--- config.mk ---
export PLATFORM = sky130hd
export DESIGN_NAME = w_ram_ctrl
export DESIGN_NICKNAME = d
export VERILOG_FILES = /design/src/rtl/w_ram_pkg.sv /design/src/rtl/w_ram_ctrl.sv
export SDC_FILE = /design/constraint.sdc
export NUM_CORES = 1
export LEC_CHECK = 0
export ABC_AREA = 1
export BUFFER_PORTS_ARGS = -buffer_cell sky130_fd_sc_hd__buf_2
export CORE_MARGIN = 8
export CORE_UTILIZATION = 43
export CTS_CLUSTER_DIAMETER = 200
export CTS_CLUSTER_SIZE = 14
export DETAILED_ROUTE_END_ITERATION = 8
export HOLD_SLACK_MARGIN = 0.15
export PLACE_DENSITY = 0.84
export SYNTH_ARGS = -nofsm -noshare
export SYNTH_HDL_FRONTEND = slang
export SYNTH_SLANG_ARGS = --single-unit
--- constraint.sdc ---
create_clock -name clk -period 3.5 [get_ports clk]
set_input_delay 0.35 -clock clk [delete_from_list [all_inputs] [get_ports clk]]
set_output_delay 0.35 -clock clk [all_outputs]
set_load 0.01 [all_outputs]
--- src/rtl/w_ram_pkg.sv ---
// Shared types and depth constants for the weight-value RAM front end.
// DEPTH/CLR_LAST describe the default 128-entry RAM.
package w_ram_pkg;

    typedef enum logic {
        ST_RUN   = 1'b0,
        ST_CLEAR = 1'b1
    } state_t;

    localparam int RAM_ADDR_WIDTH = 7;
    localparam int DEPTH          = 2 ** RAM_ADDR_WIDTH;
    localparam int CLR_LAST       = DEPTH - 1;

endpackage

--- src/rtl/w_ram_ctrl.sv ---
// Arbitrates the update-engine writes and the divider reads onto the shared RAM
// port, and zero-fills the RAM after reset or on request.
module w_ram_ctrl
    import w_ram_pkg::*;
#(
    parameter int DATA_WIDTH     = 8,
    parameter int ADDR_WIDTH     = RAM_ADDR_WIDTH,
    parameter bit CLEAR_ON_RESET = 1'b1
) (
    input  logic                  clk,
    input  logic                  rst_n,
    input  logic                  clear_start,
    output logic                  clear_busy,
    output logic                  clear_done,
    input  logic                  wr_valid,
    output logic                  wr_ready,
    input  logic [ADDR_WIDTH-1:0] wr_addr,
    input  logic [DATA_WIDTH-1:0] wr_data,
    input  logic                  rd_valid,
    output logic                  rd_ready,
    input  logic [ADDR_WIDTH-1:0] rd_addr,
    output logic                  rd_data_valid,
    output logic [DATA_WIDTH-1:0] rd_data,
    output logic [DATA_WIDTH-1:0] ram_data,
    output logic [ADDR_WIDTH-1:0] ram_write_addr,
    output logic [ADDR_WIDTH-1:0] ram_read_addr,
    output logic                  ram_we,
    output logic                  ram_write_enable,
    input  logic [DATA_WIDTH-1:0] ram_q
);

    localparam logic [ADDR_WIDTH-1:0] CLR_TERM = '1;

    state_t                  state, state_nxt;
    logic [ADDR_WIDTH-1:0]   clr_cnt;
    logic [ADDR_WIDTH-1:0]   last_rd_addr;
    logic                    wr_acc, rd_acc;
    logic                    rd_vld_p1;
    logic                    clear_done_p1;

    always_comb begin
        state_nxt        = state;
        wr_ready         = 1'b0;
        rd_ready         = 1'b0;
        clear_busy       = 1'b0;
        wr_acc           = 1'b0;
        rd_acc           = 1'b0;
        ram_we           = 1'b0;
        ram_write_enable = 1'b0;
        ram_write_addr   = wr_addr;
        ram_data         = wr_data;
        ram_read_addr    = last_rd_addr;
        case (state)
            ST_RUN: begin
                wr_ready         = 1'b1;
                rd_ready         = 1'b1;
                wr_acc           = wr_valid;
                rd_acc           = rd_valid;
                ram_we           = wr_acc;
                ram_write_enable = wr_acc | rd_acc;
                // Holding the last read address keeps ram_q stable on write-only cycles.
                if (rd_acc) ram_read_addr = rd_addr;
                if (clear_start) state_nxt = ST_CLEAR;
            end
            ST_CLEAR: begin
                clear_busy       = 1'b1;
                ram_we           = 1'b1;
                ram_write_enable = 1'b1;
                ram_write_addr   = clr_cnt;
                ram_data         = '0;
                if (clr_cnt == CLR_TERM) state_nxt = ST_RUN;
            end
            default: state_nxt = ST_RUN;
        endcase
    end

    // Stage p1: state, clear counter, read-valid and clear-done pulses
    always_ff @(posedge clk) begin
        if (!rst_n) begin
            state         <= CLEAR_ON_RESET ? ST_CLEAR : ST_RUN;
            clr_cnt       <= '0;
            last_rd_addr  <= '0;
            rd_vld_p1     <= 1'b0;
            clear_done_p1 <= 1'b0;
        end else begin
            state         <= state_nxt;
            rd_vld_p1     <= rd_acc;
            clear_done_p1 <= (state == ST_CLEAR) && (clr_cnt == CLR_TERM);
            if (rd_acc) last_rd_addr <= rd_addr;
            if (state == ST_CLEAR) begin
                clr_cnt <= (clr_cnt == CLR_TERM) ? '0 : clr_cnt + 1'b1;
            end
        end
    end

    assign rd_data_valid = rd_vld_p1;
    assign clear_done    = clear_done_p1;
    assign rd_data       = ram_q;

endmodule

# Word-level counts from Yosys, hierarchy flattened
# Index checks and enable logic that the tools add are counted.
# word_totals
ramBits,0
mem_bits_ro,0
output_inout_bits,37
latchBits,0
ff_bits,17
in_bits,35
n_memories,0
# classes
bitwise_logic,2
reduce_logical,1
add_sub_neg,1
n_lt_le_gt_ge,0
n_eq_ne,1
div_mod_pow,0
n_mux,13
mul,0
shifts,0
# op_table
op,count
$mux W7,4
$mux W8,1
$add A7 B1 Y7 const B,1
$eq A7 B7 Y1 const B,1
$pmux W1 S2,3
$mux W1,5
$logic_and A1 B1 Y1,1
$not A1 Y1,1
$or A1 B1 Y1,1

# Depth between registers and ports, before layout
# logic_depth
depth_word,3
mapped_depth,7
ltp_nobuf,6

# Least setup slack after synthesis
# Ideal clock, no wire load.
# synth_timing
path_type,reg-to-output
from,register state
to,output ram_write_addr[5]
path_stages_with_launch,5
t_required_ps,3150
t_arrival_ps,1061
n_path_buf,2
setup_slack_ps,2089
path_cell_list,dfxtp_1 -> buf_6 -> inv_8 -> buf_2 -> o21ai_0
# synth_via
elab_chain_len,1
# synth_lines
element,line_no,rtl
start: declaration,w_ram_ctrl.sv:34,"state_t state, state_nxt;"
start signal: assignment,w_ram_ctrl.sv:80,state <= CLEAR_ON_RESET ? ST_CLEAR : ST_RUN;
start signal: assignment,w_ram_ctrl.sv:86,state <= state_nxt;
$mux W7,w_ram_ctrl.sv:53,case (state)
end: declaration,w_ram_ctrl.sv:25,"output logic [ADDR_WIDTH-1:0] ram_write_addr,"
# Every way passes these cells.

# Worst setup path after layout
# layout_timing
from,register state
to,output ram_read_addr[2]
# layout_via
elab_chain_len,1
# layout_lines
element,line_no,rtl
$mux W7,w_ram_ctrl.sv:53,
end: declaration,w_ram_ctrl.sv:26,"output logic [ADDR_WIDTH-1:0] ram_read_addr,"
# Every way passes these cells.

==> impl_metrics.ini <==
[clock_network]
cts_buffer_depth = 2
postCtsSetupRepairBufs = 0
cts_buffers = 3
clk_latency_ns = 0.28
clock_tree.root_cell = clkbuf_4
cts_tree = done
clock_sinks = 17
h-tree-depth = 1
cts_hold_buf = 0
cts.clk_slew.worst_paths_ns = 0.09
cts_resized = 0

[synthesis]
synth_seq_cells = 17
synth.area.top_cells = dfxtp_1, nand2_1, inv_1
synth_area_leader_cell = dfxtp_1
synthDistinctLibCells = 21
synth.most_common_cell = nand2_1
syn-cell-area_sq_um = 1015
syn-instance-count = 150
async_reset_ff_frac = 0
synth_common_cells = nand2_1, inv_1, nor2_1, dfxtp_1, buf_4
synth_top_cell_area_share = 0.3354
yosys_warnings = 0
avgSynthCellArea_sq_um = 6.765
synth-edff-count = 0
synthFlopType = dfxtp_1
synthesis.nets = 186
ys_seq_area_frac = 0.3354

[timing]
report.final.slew_viol_count = 0
finClkSkew_ns = 0.002491
relSlewSlack = 0.5131
max_freq_mhz = 462.1
finalSetupViolations = 0
tns_ns = 0
finalCritPeriodShare = 0.6183
hold_slack_ns = 0.2803
period_needed_ns = 2.164
hold_violations = 0
rsz0062_at_grt = no
worst_pin_slew_ns = 0.7294

[final_layout]
drive_gt1_frac = 0.3949
syn_to_final_growth_pct = 22.81
nNetsFinal = 232
final_cells = 223
antennaDiodeCount = 0
fin_util = 0.5633

[hold_path]
hold_depth = 3
worstHoldPathType = in2reg

[worst_setup_path]
start_kind = register
crit_fanout = 18
path_class = reg2out
r2r_cells = 5
crit_required_ns = 3.15
crit_path_end_kind = primary output
critPathArrivalTime_ns = 1.81
r2r_setup_slack_ns = 1.99

[route]
ant_nets = 0
drc_errors = 0
initialDrtViolationCount = 23
dr_total_vias = 973
wire_per_inst_um = 10.47
first_pass_iters = 6
drt-total-wl_mm = 2.334
via_per_inst = 4.363

[floorplan]
io_pins = 72
row_count = 17
die_area_sq_um = 4170
start_util = 0.4587
core_sq_um = 2212
die_h_um = 64.58
die_x_um = 64.58

[grt]
grt-ovfl-total = 0
grt_pass1_vias = 885
grt_pass1_wl_mm = 3.608
antenna_found_initial = 0
grt_start_max_net_pins = 19
grt_use_total = 0.1036

[flow_run]
drv_cap = 0

[power]
ir_drop_mv = 0.2423
leakagePower_nw = 0.7520
powerDensity_nw_per_um2 = 270.8

[status]
status = finished clean

[place]
place_inst = 219
place_congestion = 0.8039
hpwl_mm = 1.917
port_buffers = 55
==> layer usage <==
metal | GRT usage | vias up | share of wire
li1 | - | 522 | -
met1 | 0.1127 | 401 | 0.46
met2 | 0.1702 | 48 | 0.43
met3 | 0.04296 | 2 | 0.11
met4 | 0.05177 | 0 | 0.0043
met5 | 0 | - | 0
==> layout make-up <==
cell class | count | area (sq um)
Clock buffer | 4 | 26.28
Fill cell | 240 | 965.9
Inverter | 32 | 127.6
Multi-Input combinational cell | 87 | 441.7
Sequential cell | 17 | 340.3
Tap cell | 28 | 35.03
Timing Repair Buffer | 55 | 275.3
==> cell families after synthesis <==
kind of cell / synth area share
AO/OA/AOI/OAI: 0.1036
AND/OR/NAND/NOR: 0.3021
XOR/XNOR: 0.01727
flip-flops: 0.3354
adder cells (fa/ha/maj): 0.01233
buffers and inverters: 0.2293
==> layout by cell type, fill, tap and decap left out, types with 2 or more instances in the layout <==
cell type  synthesis  routed
buf_2              3      55
nand2_1           30      30
inv_1             29      29
nor2_1            23      23
dfxtp_1           17      17
o21ai_2            8       8
o21ai_0            4       4
nand2_2            3       3
nand3_1            3       3
nor3_1             3       3
a21oi_1            3       3
clkbuf_4           0       3
nand2_4            2       2
inv_2              2       2
or2_1              2       2
xor2_1             2       2
nor2_2             2       2
==> per-stage QoR <==
step / total power, W / instance area (sq um) / setup slack (ns)
floorplan: 0.0002291 / 1015 / 2.089
global placement: 0.0002401 / 1220 / 1.684
detailed placement: 0.0002410 / 1220 / 1.634
CTS: 0.0003438 / 1246 / 1.307
global route: 0.0003526 / 1246 / 1.167
finish: 0.0003375 / 1246 / 1.336
==> state kept, by name, summed over array words and instances (netlist names) <==
name	count
clear_done	1
last_rd_addr	7
rd_data_valid	1
state	1
clr_cnt	7
==> critical path, cell delays in order, from the launching register on <==
cell and delay [ns]:
dfxtp_1 0.81, inv_8 0.12, nand2_4 0.23, nand2_1 0.11, o21ai_2 0.08, inv_1 0.05
buf_2 0.13
==> power breakdown <==
group / switching, W / total [W] / internal, W
logic: 0.0000180 / 0.0000361 / 0.0000181
registers: 0.00000354 / 0.000200 / 0.000196
clock network: 0.0000573 / 0.000102 / 0.0000443
total: 0.0000789 / 0.000337 / 0.000259
==> path summary, 6_finish.rpt <==
check / from / end
setup reg to reg: state / last_rd_addr[0]
setup / recovery: state / ram_read_addr[2]
hold reg to reg: clr_cnt[0] / clr_cnt[0]
hold / removal: clear_start / state
No activity file was read; power rests on OpenSTA's default activity.
